<file path="src/rtl/raytracing_job_dispatcher_if.sv">
// Bundle of the dispatcher's frame control, worker-bank and collector signals.
interface raytracing_job_dispatcher_if #(
  parameter int N_WORKERS = 8
) ();
  logic                          frame_start;
  logic signed [13:0]            sphere_y;
  logic [N_WORKERS-1:0]          worker_busy;
  logic                          activate;
  logic [N_WORKERS*12-1:0]       pixel_start_x;
  logic signed [11:0]            pixel_y;
  logic [15:0]                   pixel_y_sqrd;
  logic [26:0]                   sphere_y_sqrd;
  logic signed [21:0]            doty_r;
  logic                          batch_valid;
  logic                          batch_ready;
  logic signed [11:0]            batch_x;
  logic                          frame_busy;
  logic                          frame_done;

  modport master (
    input  frame_start, sphere_y, worker_busy, batch_ready,
    output activate, pixel_start_x, pixel_y, pixel_y_sqrd, sphere_y_sqrd,
           doty_r, batch_valid, batch_x, frame_busy, frame_done
  );

  modport slave (
    output frame_start, sphere_y, worker_busy, batch_ready,
    input  activate, pixel_start_x, pixel_y, pixel_y_sqrd, sphere_y_sqrd,
           doty_r, batch_valid, batch_x, frame_busy, frame_done
  );
endinterface

</file>
<file path="src/rtl/raytracing_job_dispatcher.sv">
// Scanline/batch scheduler feeding the ray-tracing worker bank and the
// colour-buffer collector. Per-line y terms are computed once in SETUP_LINE.
module raytracing_job_dispatcher #(
  parameter int N_WORKERS        = 8,
  parameter int JOBS_SUBDIVISION = 8,
  parameter int H_RES            = 640,
  parameter int V_RES            = 480,
  parameter int FP_B             = 4
) (
  input  logic                  clk,
  input  logic                  rst_,
  raytracing_job_dispatcher_if.master bus
);

  localparam int BATCH = N_WORKERS * JOBS_SUBDIVISION;
  localparam logic signed [11:0] X0 = 12'(-(H_RES / 2));
  localparam logic signed [11:0] Y0 = 12'(V_RES / 2 - 1);

  typedef enum logic [2:0] {
    IDLE, SETUP_LINE, LAUNCH, WAIT_BUSY, WAIT_DONE, OFFER, NEXT
  } state_t;

  state_t                    state_q, state_d;
  logic signed [11:0]        y_q, y_d;
  logic signed [11:0]        x_base_q, x_base_d;
  logic signed [13:0]        sph_q, sph_d;
  logic                      activate_q, activate_d;
  logic [N_WORKERS*12-1:0]   psx_q, psx_d;
  logic signed [11:0]        pixel_y_q, pixel_y_d;
  logic [15:0]               pysq_q, pysq_d;
  logic [26:0]               spsq_q, spsq_d;
  logic signed [21:0]        doty_q, doty_d;
  logic                      bvalid_q, bvalid_d;
  logic signed [11:0]        bx_q, bx_d;
  logic                      fbusy_q, fbusy_d;
  logic                      fdone_q, fdone_d;

  // Full-width signed products, truncated to the port widths.
  logic signed [23:0] y_ext24;
  logic signed [25:0] y_ext26, s_ext26;
  logic signed [27:0] s_ext28;
  logic [15:0]        pysq_c;
  logic signed [21:0] doty_c;
  logic [26:0]        spsq_c;

  assign y_ext24 = 24'(y_q);
  assign y_ext26 = 26'(y_q);
  assign s_ext26 = 26'(sph_q);
  assign s_ext28 = 28'(sph_q);
  assign pysq_c  = 16'(y_ext24 * y_ext24);
  assign doty_c  = 22'(y_ext26 * s_ext26);
  assign spsq_c  = 27'((s_ext28 * s_ext28) >>> FP_B);

  // State and datapath registers; reset abandons any frame in progress.
  always_ff @(posedge clk or negedge rst_) begin
    if (!rst_) begin
      state_q    <= IDLE;
      y_q        <= '0;
      x_base_q   <= '0;
      sph_q      <= '0;
      activate_q <= 1'b0;
      psx_q      <= '0;
      pixel_y_q  <= '0;
      pysq_q     <= '0;
      spsq_q     <= '0;
      doty_q     <= '0;
      bvalid_q   <= 1'b0;
      bx_q       <= '0;
      fbusy_q    <= 1'b0;
      fdone_q    <= 1'b0;
    end else begin
      state_q    <= state_d;
      y_q        <= y_d;
      x_base_q   <= x_base_d;
      sph_q      <= sph_d;
      activate_q <= activate_d;
      psx_q      <= psx_d;
      pixel_y_q  <= pixel_y_d;
      pysq_q     <= pysq_d;
      spsq_q     <= spsq_d;
      doty_q     <= doty_d;
      bvalid_q   <= bvalid_d;
      bx_q       <= bx_d;
      fbusy_q    <= fbusy_d;
      fdone_q    <= fdone_d;
    end
  end

  // Next-state and register updates; everything holds unless a state changes it.
  always_comb begin
    state_d    = state_q;
    y_d        = y_q;
    x_base_d   = x_base_q;
    sph_d      = sph_q;
    activate_d = activate_q;
    psx_d      = psx_q;
    pixel_y_d  = pixel_y_q;
    pysq_d     = pysq_q;
    spsq_d     = spsq_q;
    doty_d     = doty_q;
    bvalid_d   = bvalid_q;
    bx_d       = bx_q;
    fbusy_d    = fbusy_q;
    fdone_d    = 1'b0;
    case (state_q)
      IDLE: begin
        if (bus.frame_start) begin
          sph_d    = bus.sphere_y;
          y_d      = Y0;
          x_base_d = X0;
          fbusy_d  = 1'b1;
          state_d  = SETUP_LINE;
        end
      end
      SETUP_LINE: begin
        // Line terms only move here, while activate is low.
        pixel_y_d = y_q;
        pysq_d    = pysq_c;
        doty_d    = doty_c;
        spsq_d    = spsq_c;
        state_d   = LAUNCH;
      end
      LAUNCH: begin
        for (int w = 0; w < N_WORKERS; w++) begin
          psx_d[w*12 +: 12] = x_base_q + 12'(w);
        end
        activate_d = 1'b1;
        state_d    = WAIT_BUSY;
      end
      WAIT_BUSY: begin
        if (|bus.worker_busy) state_d = WAIT_DONE;
      end
      WAIT_DONE: begin
        // activate stays high so the worker buffers keep their results.
        if (bus.worker_busy == '0) begin
          bvalid_d = 1'b1;
          bx_d     = x_base_q;
          state_d  = OFFER;
        end
      end
      OFFER: begin
        if (bus.batch_ready) begin
          bvalid_d   = 1'b0;
          activate_d = 1'b0;
          state_d    = NEXT;
        end
      end
      NEXT: begin
        if ((int'(x_base_q) + BATCH) < (H_RES / 2)) begin
          x_base_d = x_base_q + 12'(BATCH);
          state_d  = LAUNCH;
        end else if (int'(y_q) > -(V_RES / 2)) begin
          y_d      = y_q - 12'sd1;
          x_base_d = X0;
          state_d  = SETUP_LINE;
        end else begin
          fdone_d = 1'b1;
          fbusy_d = 1'b0;
          state_d = IDLE;
        end
      end
      default: state_d = IDLE;
    endcase
  end

  assign bus.activate      = activate_q;
  assign bus.pixel_start_x = psx_q;
  assign bus.pixel_y       = pixel_y_q;
  assign bus.pixel_y_sqrd  = pysq_q;
  assign bus.sphere_y_sqrd = spsq_q;
  assign bus.doty_r        = doty_q;
  assign bus.batch_valid   = bvalid_q;
  assign bus.batch_x       = bx_q;
  assign bus.frame_busy    = fbusy_q;
  assign bus.frame_done    = fdone_q;

endmodule

</file>
<file path="src/flat_wrapper.sv">
// flat-port wrapper written by rule: the top's interface ports become plain ports
module raytracing_job_dispatcher_flat 
#(
  parameter int N_WORKERS        = 8,
  parameter int JOBS_SUBDIVISION = 8,
  parameter int H_RES            = 640,
  parameter int V_RES            = 480,
  parameter int FP_B             = 4
)
  (clk, rst_, bus_frame_start, bus_sphere_y, bus_worker_busy, bus_batch_ready, bus_activate, bus_pixel_start_x, bus_pixel_y, bus_pixel_y_sqrd, bus_sphere_y_sqrd, bus_doty_r, bus_batch_valid, bus_batch_x, bus_frame_busy, bus_frame_done);
  raytracing_job_dispatcher_if #(.N_WORKERS(N_WORKERS)) bus_i ();
  input  logic clk;
  input  logic rst_;
  input wire logic [$bits(bus_i.frame_start)-1:0] bus_frame_start;
  input wire logic [$bits(bus_i.sphere_y)-1:0] bus_sphere_y;
  input wire logic [$bits(bus_i.worker_busy)-1:0] bus_worker_busy;
  input wire logic [$bits(bus_i.batch_ready)-1:0] bus_batch_ready;
  output wire logic [$bits(bus_i.activate)-1:0] bus_activate;
  output wire logic [$bits(bus_i.pixel_start_x)-1:0] bus_pixel_start_x;
  output wire logic [$bits(bus_i.pixel_y)-1:0] bus_pixel_y;
  output wire logic [$bits(bus_i.pixel_y_sqrd)-1:0] bus_pixel_y_sqrd;
  output wire logic [$bits(bus_i.sphere_y_sqrd)-1:0] bus_sphere_y_sqrd;
  output wire logic [$bits(bus_i.doty_r)-1:0] bus_doty_r;
  output wire logic [$bits(bus_i.batch_valid)-1:0] bus_batch_valid;
  output wire logic [$bits(bus_i.batch_x)-1:0] bus_batch_x;
  output wire logic [$bits(bus_i.frame_busy)-1:0] bus_frame_busy;
  output wire logic [$bits(bus_i.frame_done)-1:0] bus_frame_done;
  assign bus_i.frame_start = bus_frame_start;
  assign bus_i.sphere_y = bus_sphere_y;
  assign bus_i.worker_busy = bus_worker_busy;
  assign bus_i.batch_ready = bus_batch_ready;
  assign bus_activate = bus_i.activate;
  assign bus_pixel_start_x = bus_i.pixel_start_x;
  assign bus_pixel_y = bus_i.pixel_y;
  assign bus_pixel_y_sqrd = bus_i.pixel_y_sqrd;
  assign bus_sphere_y_sqrd = bus_i.sphere_y_sqrd;
  assign bus_doty_r = bus_i.doty_r;
  assign bus_batch_valid = bus_i.batch_valid;
  assign bus_batch_x = bus_i.batch_x;
  assign bus_frame_busy = bus_i.frame_busy;
  assign bus_frame_done = bus_i.frame_done;
  raytracing_job_dispatcher #(.N_WORKERS(N_WORKERS), .JOBS_SUBDIVISION(JOBS_SUBDIVISION), .H_RES(H_RES), .V_RES(V_RES), .FP_B(FP_B)) u_core (.clk(clk), .rst_(rst_), .bus(bus_i));
endmodule
</file>
<file path="config.mk">
export PLATFORM = sky130hd
export DESIGN_NAME = raytracing_job_dispatcher_flat
export DESIGN_NICKNAME = d
export VERILOG_FILES = /design/src/rtl/raytracing_job_dispatcher_if.sv /design/src/rtl/raytracing_job_dispatcher.sv /design/src/flat_wrapper.sv
export SDC_FILE = /design/constraint.sdc
export NUM_CORES = 1
export LEC_CHECK = 0
export CAP_MARGIN = 5
export CORE_MARGIN = 2
export CORE_UTILIZATION = 59
export DETAILED_ROUTE_END_ITERATION = 10
export HOLD_SLACK_MARGIN = 0.15
export PLACE_DENSITY = 0.91
export SLEW_MARGIN = 20
export SYNTH_ARGS = -nofsm -noshare
export SYNTH_HDL_FRONTEND = slang
export SYNTH_SLANG_ARGS = --single-unit
export TNS_END_PERCENT = 10
</file>
<file path="constraint.sdc">
create_clock -name clk -period 14.4 [get_ports clk]
set_input_delay 4.32 -clock clk [delete_from_list [all_inputs] [get_ports clk]]
set_output_delay 4.32 -clock clk [all_outputs]
set_load 0.02 [all_outputs]
</file>
==> results of run 1 <==
## critical path: stages (launching register included)
cell      delay [ns]
dfrtp_1         0.93
clkinv_1        0.55
nor2_1          0.40
fa_1            0.25
inv_1           0.08
fa_1            0.50
inv_1           0.06
fa_1            0.52
inv_1           0.05
fa_1            0.48
inv_1           0.05
fa_1            0.54
inv_1           0.06
fa_1            0.54
inv_1           0.04
ha_1            0.33
nand2_1         0.09
o311ai_1        0.32
o211ai_2        0.21
o21ai_2         0.24
a41oi_2         0.19
o41ai_2         0.35
xor2_1          0.10
mux2_2          0.27
## registers in the layout, summed over array words and instances, names as in the netlist
name / count
u_core.bus.activate: 1
u_core.bus.batch_valid: 1
u_core.bus.batch_x: 6
u_core.bus.doty_r: 22
u_core.bus.frame_busy: 1
u_core.bus.frame_done: 1
u_core.bus.pixel_start_x: 11
u_core.bus.pixel_y: 11
u_core.bus.pixel_y_sqrd: 15
u_core.bus.sphere_y_sqrd: 24
u_core.sph_q: 14
u_core.state_q: 3
u_core.x_base_q: 6
u_core.y_q: 12
## path summary, 6_finish.rpt
path,end,from,slack [ns],cells after the start
worst max-delay path,u_core.bus.sphere_y_sqrd[20],u_core.sph_q[2],7.13,23
worst min-delay path,u_core.bus.doty_r[8],u_core.bus.doty_r[8],0.47,2
worst max register to register,u_core.bus.sphere_y_sqrd[20],u_core.sph_q[2],7.13,23
worst min register to register,u_core.bus.doty_r[8],u_core.bus.doty_r[8],0.47,2
max in group asynchronous,u_core.state_q[0],rst_,9.15,2
min in group asynchronous,u_core.bus.pixel_y_sqrd[6],rst_,3.87,1
## layer usage
metal | up-vias | part of all wire, % | GRT usage, %
met5 | - | 0 | 0
met4 | 0 | 5.3 | 16.3
met3 | 228 | 8.3 | 6.41
met2 | 855 | 52 | 51.1
met1 | 7719 | 35 | 33.3
li1 | 6714 | - | -
## logic make-up after synthesis
logic type                 Yosys count  synth area share [%]
AOI/OAI and AO/OA                  189                  5.91
xor gates and xnor gates           100                  4.21
adders and majority gates          535                  45.7
buffers and inverters              673                  13.9
DFF                                128                  15.4
muxes                               21                  1.12
other                                1                0.0180
and+or+nand+nor                    608                  13.7
## cell type report
type,instances,share of cell area [%]
Multi-Input combinational cell,1496,65.0
Sequential cell,128,14.0
Timing Repair Buffer,188,8.04
Inverter,485,7.95
Tap cell,455,2.49
Clock buffer,17,1.86
Clock inverter,15,0.727
## cell usage in the layout, fill, tap and decap left out, drive strengths merged, types with 4 or more instances in the layout
| cell type | Yosys | final |
|---|---|---|
| buf | 102 | 18 |
| o21ai | 79 | 79 |
| nand2 | 326 | 326 |
| nand3 | 12 | 12 |
| and3 | 6 | 6 |
| a21oi | 36 | 36 |
| nor2 | 59 | 59 |
| ha | 160 | 160 |
| o31ai | 5 | 5 |
| or2 | 7 | 7 |
| nor4 | 7 | 7 |
| and2 | 122 | 122 |
| clkdlybuf4s50 | 0 | 170 |
| a31oi | 8 | 8 |
| o21a | 4 | 4 |
| clkbuf | 86 | 17 |
| or3 | 5 | 5 |
| dfrtp | 128 | 128 |
| a21o | 24 | 24 |
| mux2 | 18 | 18 |
| nor3b | 4 | 4 |
| xor2 | 28 | 28 |
| xnor2 | 72 | 72 |
| o21bai | 7 | 7 |
| clkinv | 3 | 4 |
| nand2b | 16 | 16 |
| inv | 482 | 492 |
| fa | 375 | 375 |
| nor3 | 12 | 12 |
| conb | 1 | 43 |
| nor2b | 21 | 21 |
## stage by stage
step | std cells | setup slack [ns]
after global routing | 2784 | 6.83
after detailed placement | 2752 | 7.30
after CTS | 2784 | 7.23
after global placement | 2752 | 7.54
final | 2784 | 7.13
after floorplan | 2297 | 7.95
==> impl_metrics.tcl, run 1 <==
set metrics [dict create \
    status "finished, final reports clean" \
    critical_path_required_ns 14.75 \
    yosysMostFrequentCell "inv_1" \
    fin_tns_setup_ns 0 \
    hpwl_um 38800 \
    vias 15500 \
    n_antenna_cell 0 \
    tightestPinTransition_ns 1.12 \
    post_cts_buffers 0 \
    relSlewSlack_pct 25.1 \
    fillers 2419 \
    utilization_pct 66.1 \
    cp-end-kind "register" \
    io_pins 215 \
    clk_pin_slew_ns 0.08 \
    fin_nets 2877 \
    drc 0 \
    hold_viol 0 \
    rows 68 \
    core_um2 34600 \
    cp_max_fo 25 \
    synth-edff-count 0 \
    die_w_um 192 \
    final_antenna_net_count 0 \
    start_kind "register" \
    synth_area_um2 20800 \
    grtUsageTotal_pct 29.3 \
    vias_per_cell 5.57 \
    setup_viol 0 \
    cts_tree "built" \
    ys_types 66 \
    netlist_top_cells_count "inv_1, fa_1, nand2_1, ha_1, dfrtp_1" \
    cts_resized 0 \
    yosysSeqAreaShare_pct 15.4 \
    grt_max_degree 93 \
    hold_buffers 0 \
    maxSlewViolCount 0 \
    grt_pass1_vias 17200 \
    async_flop_share_pct 100 \
    yosysWarnings 0 \
    initial_core_util_pct 60.1 \
    drive_gt1_share_pct 3.99 \
    synth_flop_cell "dfrtp_1" \
    placed_cell_area_um2 22300 \
    clock_skew_ns 0.0228 \
    worstPathArrival_ns 7.62 \
    netlist_instances 2255 \
    hold_class "reg -> reg" \
    stdcell_area_um2 22900 \
    root_buffer "clkbuf_16" \
    drt_wl_total_um 50900 \
    syn2layout_area_growth_pct 10.1 \
    die-area_um2 36800 \
    cts.htree.levels 4 \
    seq_area_um2 3200 \
    rsz0062_at_grt "no" \
    wire_per_inst_um 18.3 \
    min_period_ns 7.27 \
    fp.dieH_um 192 \
    place_congestion 0.893 \
    path_class "reg -> reg" \
    holdWs_ns 0.470 \
    cts_made_buffers 17 \
    cts.sinks 128 \
    io_buffers 171 \
    post-route-period-util_pct 50.5 \
    yosysTopAreaCell "fa_1" \
    drt_iter0_markers 1185 \
    dr.pass1.iters 5 \
    synth_area_per_cell_um2 9.22 \
    antenna_found_initial 0 \
    ys_top_cells_by_area "fa_1, dfrtp_1, ha_1, inv_1, nand2_1" \
    multiInputGateArea_um2 14900 \
    grt_first_pass_wirelength_um 83700 \
    ctsLongestPathBuffers 2 \
    fmax_mhz 138 \
    clock_latency_ns 0.46 \
    ys_seq_elements 128 \
    grt_remaining_overflow 0 \
    synth.top_cell.area_share_pct 36.1 \
    drv_cap 0 \
]
Power of run 1 is left out: the tool's default activity adds up to more than one toggle a clock period on the data nets, which glitch-free logic cannot reach.
==> run 2: changes to the inputs <==
Clock period 14.4 ns to 7.3 ns, I/O delays scaled along.
==> run 2 against run 1 <==
  * Worst setup slack worse by 6.7 ns
  * Cell area rose by 0.52%
  * Sequential share of layout area is 0.073 points lower
  * Non-clock buffer count up 18
  * Cell count up 0.65%
  * Maximum frequency is 6.1% higher
==> impl_metrics.tcl, run 2 (synthesis results as in run 1) <==
set metrics [dict create \
    status "finished, final reports clean" \
    drt_wl_total_um 50300 \
    io_pins 215 \
    fmax_mhz 146 \
    core_um2 34600 \
    critPathMaxStageDelay_ns 0.89 \
    die_w_um 192 \
    grt_first_pass_wirelength_um 83000 \
    dp.cells 2770 \
    vias_per_cell 5.45 \
    cts_tree "built" \
    path_class "reg -> reg" \
    cp_common_cell "inv_1" \
    cp_num_buf_inv 7 \
    hold_class "reg -> reg" \
    final_cells 2802 \
    drv_cap 0 \
    cts_made_buffers 17 \
    min_period_ns 6.85 \
    post-route-period-util_pct 93.8 \
    crit_chain "inv_1, nor2_1, fa_1, inv_1, fa_1, inv_1, fa_1, inv_1, fa_1, inv_1, fa_1, inv_1, fa_1, inv_1, ha_1, nand2_1, o311ai_1, o211ai_2, o21ai_2, a41oi_2, o41ai_2, xor2_1, mux2_2" \
    cts_resized 0 \
    layout_commonest_cell "inv_1" \
    drc 0 \
    clock_skew_ns 0.00994 \
    clock_latency_ns 0.46 \
    critical_path_required_ns 7.65 \
    rsz0062_at_grt "no" \
    post_cts_buffers 0 \
    hpwl_um 40200 \
    relSlewSlack_pct 30.3 \
    final_antenna_net_count 0 \
    maxSlewViolCount 0 \
    fin_nets 2895 \
    grt_remaining_overflow 0 \
    cp-end-kind "register" \
    fin_tns_setup_ns 0 \
    vias 15300 \
    ctsLongestPathBuffers 2 \
    rows 68 \
    clk_pin_slew_ns 0.07 \
    start_kind "register" \
    io_buffers 171 \
    slowest_stage "dfrtp_1" \
    largest_reg_flops 24 \
    drive_gt1_share_pct 4.73 \
    syn2layout_area_growth_pct 10.7 \
    dr.pass1.iters 5 \
    grtUsageTotal_pct 29.3 \
    place_congestion 0.901 \
    cp_max_fo 23 \
    wire_per_inst_um 18.0 \
    hold_buffers 0 \
    worstPathArrival_ns 7.20 \
    setup_viol 0 \
    grt_max_degree 82 \
    die-area_um2 36800 \
    root_buffer "clkbuf_16" \
    cts.sinks 128 \
    fp.dieH_um 192 \
    initial_core_util_pct 60.1 \
    hold_viol 0 \
    cts.htree.levels 4 \
    drt_iter0_markers 1010 \
    n_antenna_cell 0 \
    crit_family "adder cells" \
    grt_pass1_vias 16900 \
    tightestPinTransition_ns 1.05 \
    antenna_found_initial 0 \
    layout_common_cells "inv_1, fa_1, nand2_1" \
]
-- run 2: cell types whose count changed in the layout (fill, tap and decap cells not counted), sizes merged --
cell | previous run | this run
inv | 492 | 490
buf | 18 | 36
clkinv | 4 | 6
-- run 2: final cells by class --
class | instances | area, um2
fillers | 2495 | 11600
inverters | 485 | 1820
well taps | 455 | 569
clock buffers | 17 | 425
repair buffers | 206 | 1980
flip-flops and latches | 128 | 3200
multi-input cells | 1496 | 14900
clock inverters | 15 | 151
-- run 2: final timing paths --
check,from,depth (start not counted),end,slack (ns)
max in group asynchronous,rst_,2,u_core.state_q[2],4.40
hold / removal,u_core.bus.pixel_y_sqrd[2],2,u_core.bus.pixel_y_sqrd[2],0.47
setup reg to reg,u_core.sph_q[6],23,u_core.bus.sphere_y_sqrd[20],0.45
hold reg to reg,u_core.bus.pixel_y_sqrd[2],2,u_core.bus.pixel_y_sqrd[2],0.47
setup / recovery,u_core.sph_q[6],23,u_core.bus.sphere_y_sqrd[20],0.45
min in group asynchronous,rst_,1,u_core.bus.pixel_y_sqrd[0],1.75
-- run 2: worst min-delay path: stages, from the launching register on --
cell     delay (ns)
dfrtp_1        0.34
nand2_1        0.05
nand2_1        0.05
-- run 2: metal layers --
layer / GRT usage (%) / routed length (um)
met1: 34.2 / 17900
met2: 51.5 / 26500
met3: 6.60 / 3720
met4: 12.9 / 2130
met5: 1.37 / 68
-- run 2: metrics by stage --
stage	area (um2)	util (%)	hold WS [ns]	setup slack, ns
final	23000	66.5	0.473	0.449
after global routing	23000	66.5	0.508	0.0801
after CTS	23000	66.5	0.475	0.491
after detailed placement	22400	64.8	0.461	0.505
after floorplan	21000	-	0.509	0.854
after global placement	22400	64.8	0.459	0.693
Power of run 2 is left out for the same reason.
